<file path="config.mk">
export PLATFORM = sky130hd
export DESIGN_NAME = hskbus_rx_arbiter
export DESIGN_NICKNAME = d
export VERILOG_FILES = /design/src/rtl/hskbus_rx_arbiter.sv
export SDC_FILE = /design/constraint.sdc
export NUM_CORES = 1
export LEC_CHECK = 0
export CAP_MARGIN = 40
export CORE_AREA = 4 4 95 97
export DETAILED_ROUTE_END_ITERATION = 7
export DIE_AREA = 0 0 99 101
export SKIP_LAST_GASP = 1
export SYNTH_ARGS = -nofsm -noshare
export SYNTH_HDL_FRONTEND = slang
export SYNTH_SLANG_ARGS = --single-unit
</file>
<file path="constraint.sdc">
create_clock -name clk_i -period 5.48 [get_ports clk_i]
set_input_delay 1.644 -clock clk_i [delete_from_list [all_inputs] [get_ports clk_i]]
set_output_delay 1.644 -clock clk_i [all_outputs]
set_load 0.005 [all_outputs]
</file>
<file path="src/rtl/hskbus_rx_arbiter.sv">
// Return-path arbiter for the housekeeping UART bus: after a host packet it grants the
// first responder (hski2c or SURF) to start, counts its bytes and times out silent responders.
module hskbus_rx_arbiter #(
   parameter int unsigned CLKS_PER_BIT = 160,
   parameter int unsigned IDLE_BITS    = 20,
   parameter int unsigned RESP_TIMEOUT = 80000
) (
   input  logic       clk_i,
   input  logic       rst_n_i,
   input  logic       hskbus_tx_i,
   input  logic       surf_rx_i,
   input  logic       hski2c_rx_i,
   input  logic       crate_enable_i,
   output logic       hskbus_rx_o,
   output logic       surf_tx_o,
   output logic       hski2c_tx_o,
   output logic [1:0] grant_o,
   output logic [7:0] resp_bytes_o,
   output logic       timeout_o,
   output logic       collision_o
);

   localparam int unsigned IDLE_LOAD = IDLE_BITS * CLKS_PER_BIT;
   localparam int unsigned HOLD_LOAD = (19 * CLKS_PER_BIT) / 2;
   localparam int unsigned IW = $clog2(IDLE_LOAD + 1);
   localparam int unsigned TW = $clog2(RESP_TIMEOUT + 1);
   localparam int unsigned HW = $clog2(HOLD_LOAD + 1);
   localparam logic [IW-1:0] IDLE_LD = IW'(IDLE_LOAD);
   localparam logic [TW-1:0] TMR_LD  = TW'(RESP_TIMEOUT);
   localparam logic [HW-1:0] HOLD_LD = HW'(HOLD_LOAD);

   typedef enum logic [1:0] {S_IDLE, S_HOST_TX, S_WAIT_RESP, S_RESP} state_t;

   state_t        state;
   // Line index: 0 = host, 1 = hski2c, 2 = SURF
   logic [2:0]    sync1, sync2, sync_q;
   logic [2:0]    fall;
   logic [IW-1:0] idle_cnt;
   logic [TW-1:0] resp_tmr;
   logic [HW-1:0] holdoff;
   logic          src_s, src_fall;

   assign surf_tx_o   = crate_enable_i ? hskbus_tx_i : 1'b1;
   assign hski2c_tx_o = hskbus_tx_i;

   assign fall     = sync_q & ~sync2;
   assign src_s    = grant_o[1] ? sync2[2] : sync2[1];
   assign src_fall = grant_o[1] ? fall[2]  : fall[1];

   always_ff @(posedge clk_i or negedge rst_n_i) begin
      if (!rst_n_i) begin
         state        <= S_IDLE;
         sync1        <= '1;
         sync2        <= '1;
         sync_q       <= '1;
         idle_cnt     <= '0;
         resp_tmr     <= '0;
         holdoff      <= '0;
         hskbus_rx_o  <= 1'b1;
         grant_o      <= '0;
         resp_bytes_o <= '0;
         timeout_o    <= 1'b0;
         collision_o  <= 1'b0;
      end else begin
         sync1       <= {surf_rx_i, hski2c_rx_i, hskbus_tx_i};
         sync2       <= sync1;
         sync_q      <= sync2;
         timeout_o   <= 1'b0;
         collision_o <= 1'b0;
         case (state)
            S_IDLE: begin
               hskbus_rx_o <= 1'b1;
               grant_o     <= '0;
               if (fall[0]) begin
                  state    <= S_HOST_TX;
                  idle_cnt <= IDLE_LD;
               end
            end
            S_HOST_TX: begin
               hskbus_rx_o <= 1'b1;
               if (!sync2[0]) begin
                  idle_cnt <= IDLE_LD;
               end else if (idle_cnt < IW'(2)) begin
                  state    <= S_WAIT_RESP;
                  idle_cnt <= '0;
                  resp_tmr <= TMR_LD;
               end else begin
                  idle_cnt <= idle_cnt - 1'b1;
               end
            end
            S_WAIT_RESP: begin
               hskbus_rx_o <= 1'b1;
               if (fall[0]) begin
                  state    <= S_HOST_TX;
                  idle_cnt <= IDLE_LD;
               end else if (fall[1] || (fall[2] && crate_enable_i)) begin
                  // hski2c wins a same-cycle tie; the granted line is low on entry
                  state        <= S_RESP;
                  grant_o      <= fall[1] ? 2'b01 : 2'b10;
                  hskbus_rx_o  <= 1'b0;
                  resp_bytes_o <= 8'd1;
                  holdoff      <= HOLD_LD;
                  idle_cnt     <= IDLE_LD;
               end else if (resp_tmr < TW'(2)) begin
                  state     <= S_IDLE;
                  resp_tmr  <= '0;
                  timeout_o <= 1'b1;
               end else begin
                  resp_tmr <= resp_tmr - 1'b1;
               end
            end
            S_RESP: begin
               if (fall[0]) begin
                  state       <= S_HOST_TX;
                  grant_o     <= '0;
                  hskbus_rx_o <= 1'b1;
                  collision_o <= 1'b1;
                  idle_cnt    <= IDLE_LD;
                  holdoff     <= '0;
               end else if (grant_o[1] && !crate_enable_i) begin
                  state       <= S_IDLE;
                  grant_o     <= '0;
                  hskbus_rx_o <= 1'b1;
               end else begin
                  hskbus_rx_o <= src_s;
                  // Edges inside the holdoff window are data bits, not new start bits
                  if (src_fall && holdoff == '0) begin
                     resp_bytes_o <= resp_bytes_o + 8'd1;
                     holdoff      <= HOLD_LD;
                  end else if (holdoff != '0) begin
                     holdoff <= holdoff - 1'b1;
                  end
                  if (!src_s) begin
                     idle_cnt <= IDLE_LD;
                  end else if (idle_cnt < IW'(2)) begin
                     state       <= S_IDLE;
                     grant_o     <= '0;
                     hskbus_rx_o <= 1'b1;
                     idle_cnt    <= '0;
                  end else begin
                     idle_cnt <= idle_cnt - 1'b1;
                  end
               end
            end
            default: state <= S_IDLE;
         endcase
      end
   end

endmodule

</file>
# ---- Yosys cells after proc, flatten, opt, wreduce, memory -nomap -nowiden
# Cells that the tools add are included.
dict set report totals {
  reg_bits 64
  input_bits 6
  output_inout_bits 15
  word_cells 115
}
dict set report op_classes {
  add_sub_neg 4
  magnitude_cmp 2
  eq_ne 18
  mux 59
  bitwise_logic 2
  n_reduce_logical 18
}
# cell n
set ops {}
lappend ops {{12-bit 2-to-1 mux} 8}
lappend ops {{17-bit 2-to-1 mux} 5}
lappend ops {{11-bit 2-to-1 mux} 6}
lappend ops {{12-bit case mux with 4 select lines} 1}
lappend ops {{8-bit 2-to-1 mux} 5}
lappend ops {{17-bit case mux with 2 select lines} 1}
lappend ops {{2-bit 2-to-1 mux} 14}
lappend ops {{11-bit case mux with 2 select lines} 1}
lappend ops {{2-bit inequality test (second input constant)} 9}
lappend ops {{17-bit by 2-bit less-than comparator with 1-bit output (second input constant)} 1}
lappend ops {{17-bit by 1-bit subtractor with 17-bit output (second input constant)} 1}
lappend ops {{4-bit inequality test (second input constant)} 4}
lappend ops {{8-bit case mux with 2 select lines} 1}
lappend ops {{5-bit AND reduction} 3}
lappend ops {{1-bit 2-to-1 mux} 14}
lappend ops {{12-bit by 2-bit less-than comparator with 1-bit output (second input constant)} 1}
lappend ops {{6-bit AND reduction} 2}
lappend ops {{12-bit by 1-bit subtractor with 12-bit output (second input constant)} 1}
lappend ops {{11-bit zero test} 1}
lappend ops {{11-bit nonzero test} 1}
lappend ops {{11-bit by 1-bit subtractor with 11-bit output (second input constant)} 1}
lappend ops {{8-bit by 1-bit adder with 8-bit output (second input constant)} 1}
lappend ops {{2-bit case mux with 4 select lines} 1}
lappend ops {{3-bit inequality test (second input constant)} 2}
lappend ops {{other kinds (14)} 18}

# ---- Longest topological paths before layout
# Gate-level depths: netlist (run 1).
dict set report logic_depth {
  word_depth 8
  depth_mapped 8
  depth_no_buf 7
}

# ---- Worst setup path before layout (run 1)
# No wires, ideal clock.
dict set report synth_timing {
  kind {in2out}
  startpoint {input crate_enable_i}
  endpoint {output surf_tx_o}
  arrival_time_ns 1.861
  t_required_ns 3.836
  slack_ns 1.975
  path_stages 1
  path_buffers 0
  cell_sequence {or2b_1}
}
dict set report synth_between {
  elab_chain_len 1
}
# element line_no
set synth_rtl {}
lappend synth_rtl {{start: declaration} 13} ;# input logic crate_enable_i,
lappend synth_rtl {{1-bit 2-to-1 mux} 43} ;# assign surf_tx_o = crate_enable_i ? hskbus_tx_i : 1'b1;
lappend synth_rtl {{end: declaration} 15} ;# output logic surf_tx_o,
# Every way passes these cells.

# ---- Final worst setup path (run 1)
# Ends and elaborated chain as after synthesis.

==> results of run 1 <==
## through the flow
stage          cell area (µm²)  hold WS, ns  instances
6_report                  4030        0.358        520
3_3_place_gp              3860        0.346        502
2_1_floorplan             3590        0.345        390
4_1_cts                   4020        0.360        519
3_5_place_dp              3860        0.349        503
5_1_grt                   4030        0.361        520
## layout make-up
cell class / count / area, µm² / area share [%]
sequential: 64 / 1610 / 40.0
multi-input combinational: 293 / 1830 / 45.5
tap: 105 / 131 / 3.26
clock buffer: 12 / 135 / 3.35
inverter: 17 / 63.8 / 1.58
timing repair buffer: 25 / 230 / 5.71
clock inverter: 4 / 22.5 / 0.559
## power by group through the flow
stage,registers (mW),clock network (mW),logic [mW]
2_1_floorplan,0.651,0,0.512
3_3_place_gp,0.695,0,0.625
3_5_place_dp,0.697,0,0.638
4_1_cts,0.690,0.361,0.641
5_1_grt,0.711,0.381,0.745
6_report,0.694,0.347,0.646
## state kept, by name, indices dropped and copies added, names as in the netlist, 3 cells and up
register      count
resp_bytes_o      8
sync2             3
sync1             3
holdoff          11
idle_cnt         12
sync_q            3
resp_tmr         17
## cell families after synthesis
kind of cell	after synthesis	synth area share, %
AOI/OAI and AO/OA	136	25.8
adders and majority gates	5	1.74
buffers and inverters	33	4.25
DFF	64	44.9
muxes	3	0.836
and+or+nand+nor	149	22.5
## placed cells by master (no fill, tap or decap), drive strengths merged, types with 3 or more instances in the layout
master	count
or4	7
a22o	9
nor2b	4
o22ai	4
nor4	9
and4	3
o22a	4
buf	6
nor3	25
a31oi	10
mux2i	3
nand3	8
clkdlybuf4s50	19
o211a	4
ha	5
dfrtp	54
a32o	3
nand2	31
o31ai	8
dfstp	10
o21ai	29
a211o	3
nand2b	7
a21oi	29
a31o	4
o21bai	4
nand3b	3
and2	5
clkinv	3
clkbuf	12
nand4	5
a21o	4
inv	17
nor2	28
or3	3
## critical path: stages
cell,delay (ns)
clkdlybuf4s50_1,0.58
or2b_1,0.25
clkdlybuf4s50_1,0.44
## synth_stat cells, drive strengths merged (3+ instances only)
master,number
nand2b,7
o21ai,29
o22a,4
and2,5
a211o,3
a22o,9
o21bai,4
nand3b,3
a21oi,29
or4,7
mux2i,3
dfrtp,54
a31o,4
dfstp,10
a21o,4
buf,14
ha,5
o22ai,4
o31ai,8
and4,3
nor2b,4
a31oi,10
o211a,4
or3,3
nor3,25
inv,17
nor4,9
nand2,31
nand3,8
a32o,3
nor2,28
nand4,5
## path summary, 6_finish.rpt
check,start,end,slack (ns),cells past startpoint
max,crate_enable_i,surf_tx_o,0.92,3
min,sync1[1],sync2[1],0.36,0
max reg2reg,resp_tmr[3],resp_tmr[5],3.04,5
min reg2reg,sync1[1],sync2[1],0.36,0
max in group asynchronous,rst_n_i,sync1[0],3.19,2
min in group asynchronous,rst_n_i,idle_cnt[7],1.34,1
## layer usage
metal | global-route usage (%) | up-vias | routed length, µm
met2 | 27.4 | 50 | 3770
met5 | 0 | - | 0
met1 | 25.8 | 1493 | 4160
met4 | 5.04 | 0 | 99
met3 | 4.36 | 11 | 317
li1 | - | 1532 | -
==> impl_metrics.py, run 1 <==
metrics = {
    "status": {
        "status": "finished clean",
    },
    "timing": {
        "final.min_clock_period_ns": 4.56,
        "finClkSkew_ns": 0.00953,
        "worst_pin_slew_ns": 0.783,
        "setup_tns_ns": 0,
        "period_share_pct": 83.3,
        "rsz0062_at_grt": "no",
        "fmax_mhz": 219,
        "final-hold-violation-count": 0,
        "setup_viol": 0,
        "final_max_slew_viol_count": 0,
        "timing.final.ws_setup_ns": 0.917,
        "slew_headroom_pct": 47.4,
    },
    "logic_synthesis": {
        "syn_area_mm2": 0.00359,
        "synth_warnings": 0,
        "synth_edf_count": 0,
        "post-synth-top-area-cell": "dfrtp_1",
        "synth.yosys.seq_area_share_pct": 44.9,
        "syn-num-nets": 401,
        "ys_async_sr_fraction_pct": 100,
        "ys_types": 62,
        "avgSynthCellArea_um2": 9.21,
        "synth.top_cell.area_share_pct": 37.6,
        "synthFlopType": "dfrtp_1",
        "synth_seq_cells": 64,
        "synth_cells": 390,
        "ys_top_cells_by_area": "dfrtp_1 38%, dfstp_2 7.3%, a21oi_1 4.0%",
    },
    "pwr": {
        "total_power_mw": 1.69,
        "p_sw_uw": 691,
        "ir_drop_mv": 0.222,
        "p_int_uw": 996,
        "p_leak_nw": 1.61,
        "p_per_area_mw_per_mm2": 418,
        "clock_power_share_pct": 20.6,
        "comb_power_share_pct": 38.3,
        "p_seq_share_pct": 41.1,
        "switching_share_pct": 40.9,
    },
    "final_layout": {
        "nNetsFinal": 421,
        "antenna_cells": 0,
        "drive_gt1_share_pct": 9.88,
        "utilization_pct": 49.5,
        "fill_cells": 771,
        "areaGrowthSynthToFinish_pct": 12.2,
    },
    "detailed_routing": {
        "dr.pass1.iters": 4,
        "via_per_inst": 5.93,
        "detail-route-antenna-nets": 0,
        "drc_errors": 0,
        "wl_per_cell_um": 16.1,
        "wirelength_um": 8350,
        "drtIter0Drc": 236,
        "route.vias.total": 3086,
    },
    "cts": {
        "cts_buffers": 9,
        "htreeDepth": 3,
        "cts_tree": "yes",
        "root_buffer": "clkbuf_8",
        "clockBufferDepth": 2,
        "cts_hold_buf": 0,
        "path_clk_slew_ns": 0.07,
        "postCtsSetupRepairBufs": 0,
        "clock_sinks": 64,
        "ctsResizeCount": 0,
        "clkLatencyLatePin_ns": 0.35,
    },
    "worst_hold_path": {
        "hold_path.class": "reg2reg",
    },
    "floorplan": {
        "core_area_mm2": 0.00813,
        "design.portCount": 21,
        "std_cell_rows": 33,
        "dieHeight_um": 101,
        "dieArea_mm2": 0.0100,
        "initial_core_util_pct": 44.2,
        "fp.dieW_um": 99,
    },
    "placement": {
        "gp_congestion": 0.903,
        "dp_slack_ns": 0.916,
        "port_buffers": 20,
        "hpwlAfterDp_um": 5690,
    },
    "global_routing": {
        "grtUsageTotal_pct": 18.1,
        "grt_pass1_wl_um": 14700,
        "grt_max_degree": 36,
        "overflow": 0,
        "first_global_vias": 2925,
        "antenna_found_initial": 0,
    },
    "setup_path": {
        "critPathLaunchType": "primary input",
        "cp.arrival_ns": 2.92,
        "cp_max_fo": 6,
        "crit_type": "in2out",
        "end_kind": "output port",
        "required_ns": 3.84,
    },
    "job": {
        "cap_violations": 0,
    },
}
Note: power is estimated with default switching activity, not from simulation.
==> run 2: changes to the inputs <==
==> constraint.sdc (replaced) <==
create_clock -name clk_i -period 4.6 [get_ports clk_i]
set_input_delay 1.38 -clock clk_i [delete_from_list [all_inputs] [get_ports clk_i]]
set_output_delay 1.38 -clock clk_i [all_outputs]
set_load 0.005 [all_outputs]
==> impl_metrics.py, run 2 (synthesis results as in run 1) <==
metrics = {
    "pwr": {
        "p_per_area_mw_per_mm2": 501,
        "switching_share_pct": 39.5,
        "ir_drop_mv": 0.230,
        "clock_power_share_pct": 22.0,
        "p_int_mw": 1.23,
        "p_seq_share_pct": 40.4,
        "p_sw_uw": 802,
        "comb_power_share_pct": 37.6,
        "p_leak_nw": 1.63,
    },
    "setup_path": {
        "crit_chain": "clkdlybuf4s50_1 -> or2b_1 -> clkdlybuf4s50_1",
        "critPathLaunchType": "primary input",
        "required_ns": 3.22,
        "r2r-start": "resp_tmr[3]",
        "crit_family": "buffers and inverters",
        "crit_type": "in2out",
        "end_kind": "output port",
        "slowest_delay_ns": 0.57,
        "cp.arrival_ns": 2.65,
        "cp_max_fo": 6,
        "cp-startpoint": "crate_enable_i",
        "critPathSlowestCell": "clkdlybuf4s50_1",
        "timing.critical_path.buf_inv": 2,
        "critical_path.most_common_cell": "clkdlybuf4s50_1",
    },
    "timing": {
        "fmax_mhz": 248,
        "setup_viol": 0,
        "final-hold-violation-count": 0,
        "worst_pin_slew_ns": 0.871,
        "slew_headroom_pct": 41.6,
        "hold_ws_ns": 0.352,
        "finClkSkew_ns": 0.00622,
        "final.min_clock_period_ns": 4.03,
        "period_share_pct": 87.6,
        "rsz0062_at_grt": "no",
        "setup_tns_ns": 0,
        "final_max_slew_viol_count": 0,
    },
    "final_layout": {
        "areaGrowthSynthToFinish_pct": 12.9,
        "fill_cells": 769,
        "top_register": "resp_tmr",
        "utilization_pct": 49.9,
        "final_common_cell": "dfrtp_1",
        "antenna_cells": 0,
        "multi_input_area_mm2": 0.00183,
        "nNetsFinal": 421,
        "final_cell_mix": "54 x dfrtp_1, 31 x nand2_1, 29 x a21oi_1",
        "fin_area_mm2": 0.00406,
        "largest_reg_flops": 17,
        "drive_gt1_share_pct": 10.4,
        "reg_top3": "resp_tmr (17), idle_cnt (12), holdoff (11)",
        "regArea_mm2": 0.00161,
    },
    "floorplan": {
        "fp.dieW_um": 99,
        "initial_core_util_pct": 44.2,
        "design.portCount": 21,
        "std_cell_rows": 33,
        "dieArea_mm2": 0.0100,
        "dieHeight_um": 101,
        "core_area_mm2": 0.00813,
    },
    "cts": {
        "htreeDepth": 3,
        "cts_hold_buf": 0,
        "ctsResizeCount": 0,
        "cts_buffers": 9,
        "clkLatencyLatePin_ns": 0.33,
        "clockBufferDepth": 2,
        "postCtsSetupRepairBufs": 0,
        "cts_tree": "yes",
        "root_buffer": "clkbuf_8",
        "path_clk_slew_ns": 0.07,
        "clock_sinks": 64,
    },
    "global_routing": {
        "grt_max_degree": 43,
        "overflow": 0,
        "antenna_found_initial": 0,
        "first_global_vias": 2920,
        "grt_pass1_wl_um": 14100,
        "grtUsageTotal_pct": 17.2,
    },
    "placement": {
        "port_buffers": 20,
        "dpl_cell_area_mm2": 0.00387,
        "hpwlAfterDp_um": 5660,
        "gp_congestion": 0.843,
    },
    "job": {
        "cap_violations": 0,
    },
    "detailed_routing": {
        "detail-route-antenna-nets": 0,
        "dr.pass1.iters": 4,
        "via_per_inst": 5.98,
        "wl_per_cell_um": 15.5,
        "wirelength_um": 8060,
        "route.vias.total": 3109,
        "drtIter0Drc": 176,
        "drc_errors": 0,
    },
    "worst_hold_path": {
        "hold_path.class": "reg2reg",
        "min_from": "sync1[2]",
    },
    "status": {
        "status": "finished clean",
    },
}
## run 2: metrics by stage
step | power, mW | std cells | setup slack [ns]
after global routing | 2.21 | 520 | 0.506
after floorplan | 1.39 | 390 | 1.62
final | 2.03 | 520 | 0.572
after CTS | 2.05 | 520 | 0.561
after global placement | 1.57 | 502 | 0.592
after detailed placement | 1.59 | 504 | 0.571
## run 2: cell type report
cell class | instances | area share, %
clock buffers | 13 | 4.16
multi-input cells | 293 | 45.2
clock inverters | 3 | 0.370
repair buffers | 25 | 5.68
flip-flops and latches | 64 | 39.8
inverters | 17 | 1.57
well taps | 105 | 3.24
## run 2: power by group through the flow
stage	combinational [mW]	sequential (mW)	clock (mW)
after floorplan	0.610	0.776	0
after global placement	0.744	0.828	0
after detailed placement	0.762	0.829	0
after CTS	0.766	0.820	0.466
after global routing	0.874	0.846	0.489
final	0.764	0.822	0.447
## run 2: final timing paths
kind                       slack [ns]     endpoint  cells after the start
min in group asynchronous        1.02  idle_cnt[3]                      1
max in group asynchronous        2.62    sync_q[2]                      2
setup reg to reg                 2.08  resp_tmr[5]                      5
hold reg to reg                  0.35     sync2[2]                      0
setup / recovery                 0.57    surf_tx_o                      3
hold / removal                   0.35     sync2[2]                      0
## run 2: per-layer routing
metal | wire, µm | vias to the layer above | track usage, %
met5 | 0 | - | 0
met4 | 66 | 0 | 5.99
li1 | - | 1523 | -
met3 | 221 | 8 | 3.18
met2 | 3620 | 49 | 25.8
met1 | 4150 | 1529 | 25.0
==> run 3: changes to the inputs <==
==> constraint.sdc (replaced) <==
create_clock -name clk_i -period 3.6 [get_ports clk_i]
set_input_delay 1.08 -clock clk_i [delete_from_list [all_inputs] [get_ports clk_i]]
set_output_delay 1.08 -clock clk_i [all_outputs]
set_load 0.005 [all_outputs]
==> impl_metrics.py, run 3 (synthesis results as in run 1) <==
metrics = {
    "setup_path": {
        "crit_chain": "clkdlybuf4s50_1 -> or2b_1 -> clkdlybuf4s50_1",
        "slowest_delay_ns": 0.47,
        "cp-startpoint": "crate_enable_i",
        "r2r_cells": 5,
        "cp.arrival_ns": 2.23,
        "cp_max_fo": 2,
        "critPathSlowestCell": "clkdlybuf4s50_1",
        "critical_path.most_common_cell": "clkdlybuf4s50_1",
        "crit_type": "in2out",
        "r2r-start": "resp_tmr[3]",
        "critPathLaunchType": "primary input",
        "r2r_slack_ns": 1.18,
        "end_kind": "output port",
        "required_ns": 2.52,
    },
    "cts": {
        "clock_sinks": 64,
        "clkLatencyLatePin_ns": 0.35,
        "path_clk_slew_ns": 0.07,
        "ctsResizeCount": 0,
        "cts_buffers": 9,
        "root_buffer": "clkbuf_8",
        "clockBufferDepth": 2,
        "postCtsSetupRepairBufs": 0,
        "htreeDepth": 3,
        "cts_hold_buf": 0,
        "cts_tree": "yes",
    },
    "global_routing": {
        "antenna_found_initial": 0,
        "grt_max_degree": 44,
        "grt_pass1_wl_um": 14400,
        "first_global_vias": 2949,
        "overflow": 0,
        "grtUsageTotal_pct": 17.5,
    },
    "placement": {
        "placedCellCount": 506,
        "gp_congestion": 0.851,
        "hpwlAfterDp_um": 5730,
        "port_buffers": 20,
    },
    "detailed_routing": {
        "wirelength_um": 8100,
        "drc_errors": 0,
        "via_per_inst": 6.00,
        "drtIter0Drc": 163,
        "route.vias.total": 3131,
        "wl_per_cell_um": 15.5,
        "dr.pass1.iters": 6,
        "detail-route-antenna-nets": 0,
    },
    "timing": {
        "slew_headroom_pct": 46.3,
        "rsz0062_at_grt": "no",
        "period_share_pct": 91.9,
        "finClkSkew_ns": 0.0139,
        "setup_tns_ns": 0,
        "worst_pin_slew_ns": 0.800,
        "final.min_clock_period_ns": 3.31,
        "fmax_mhz": 302,
        "final-hold-violation-count": 0,
        "setup_viol": 0,
        "final_max_slew_viol_count": 0,
    },
    "final_layout": {
        "final_common_cell": "dfrtp_1",
        "drive_gt1_share_pct": 11.0,
        "top_register": "resp_tmr",
        "nNetsFinal": 423,
        "areaGrowthSynthToFinish_pct": 14.3,
        "regArea_mm2": 0.00161,
        "largest_reg_flops": 17,
        "multi_input_area_mm2": 0.00183,
        "fin_cells": 522,
        "final_cell_mix": "54 x dfrtp_1, 31 x nand2_1, 29 x a21oi_1",
        "fill_cells": 765,
        "reg_top3": "resp_tmr (17), idle_cnt (12), holdoff (11)",
        "antenna_cells": 0,
    },
    "pwr": {
        "p_leak_nw": 1.65,
        "ir_drop_mv": 0.277,
        "p_per_area_mw_per_mm2": 664,
        "total_power_mw": 2.73,
    },
    "floorplan": {
        "dieArea_mm2": 0.0100,
        "dieHeight_um": 101,
        "initial_core_util_pct": 44.2,
        "fp.dieW_um": 99,
        "std_cell_rows": 33,
        "design.portCount": 21,
        "core_area_mm2": 0.00813,
    },
    "worst_hold_path": {
        "hold_depth": 0,
        "hold_path.class": "reg2reg",
        "min_from": "sync1[0]",
    },
    "status": {
        "status": "finished clean",
    },
    "job": {
        "cap_violations": 0,
    },
}
[run 3: cell count changes in the layout (fill, tap and decap cells not counted)]
cell,before,now
buf_2,2,1
clkinv_2,3,2
clkinv_4,0,1
clkinvlp_4,0,1
clkbuf_1,1,0
clkbuf_8,12,9
buf_4,4,7
bufinv_16,0,2
inv_6,0,1
[run 3: final timing paths]
check | to
worst max-delay path | surf_tx_o
worst min-delay path | sync2[0]
worst max register to register | resp_tmr[5]
worst min register to register | sync2[0]
max in group asynchronous | sync_q[2]
min in group asynchronous | resp_bytes_o[7]
[run 3: layout make-up]
cell class | instances | area share [%]
Sequential cell | 64 | 39.3
Clock buffer | 9 | 3.01
Timing Repair Buffer | 27 | 6.03
Clock inverter | 7 | 2.31
Tap cell | 105 | 3.20
Inverter | 17 | 1.55
Multi-Input combinational cell | 293 | 44.6
[run 3: where the power goes]
group	internal (mW)	leakage [nW]	switching (mW)
Combinational	0.405	0.782	0.581
Sequential	0.866	0.759	0.185
Clock	0.391	0.110	0.301
[run 3: metrics by stage]
step	cell area (µm²)	hold slack (ns)	worst slack (ns)	utilization, %
6_report	4110	0.357	0.291	50.5
5_1_grt	4110	0.363	0.238	50.5
3_3_place_gp	3880	0.346	0.290	47.7
4_1_cts	4110	0.358	0.275	50.5
3_5_place_dp	3890	0.347	0.275	47.8
2_1_floorplan	3590	0.345	1.12	-
[run 3: metal layers]
layer	up-vias	global-route usage, %	part of all wire, %
li1	1520	-	-
met1	1537	25.1	49
met2	66	26.5	46
met3	8	4.01	4.0
met4	0	4.94	1.1
met5	-	0	0
[run 3: critical path: cells and delay by family]
family,cells,cell delay [ns]
buf+inv,2,0.92
simple gates,1,0.23
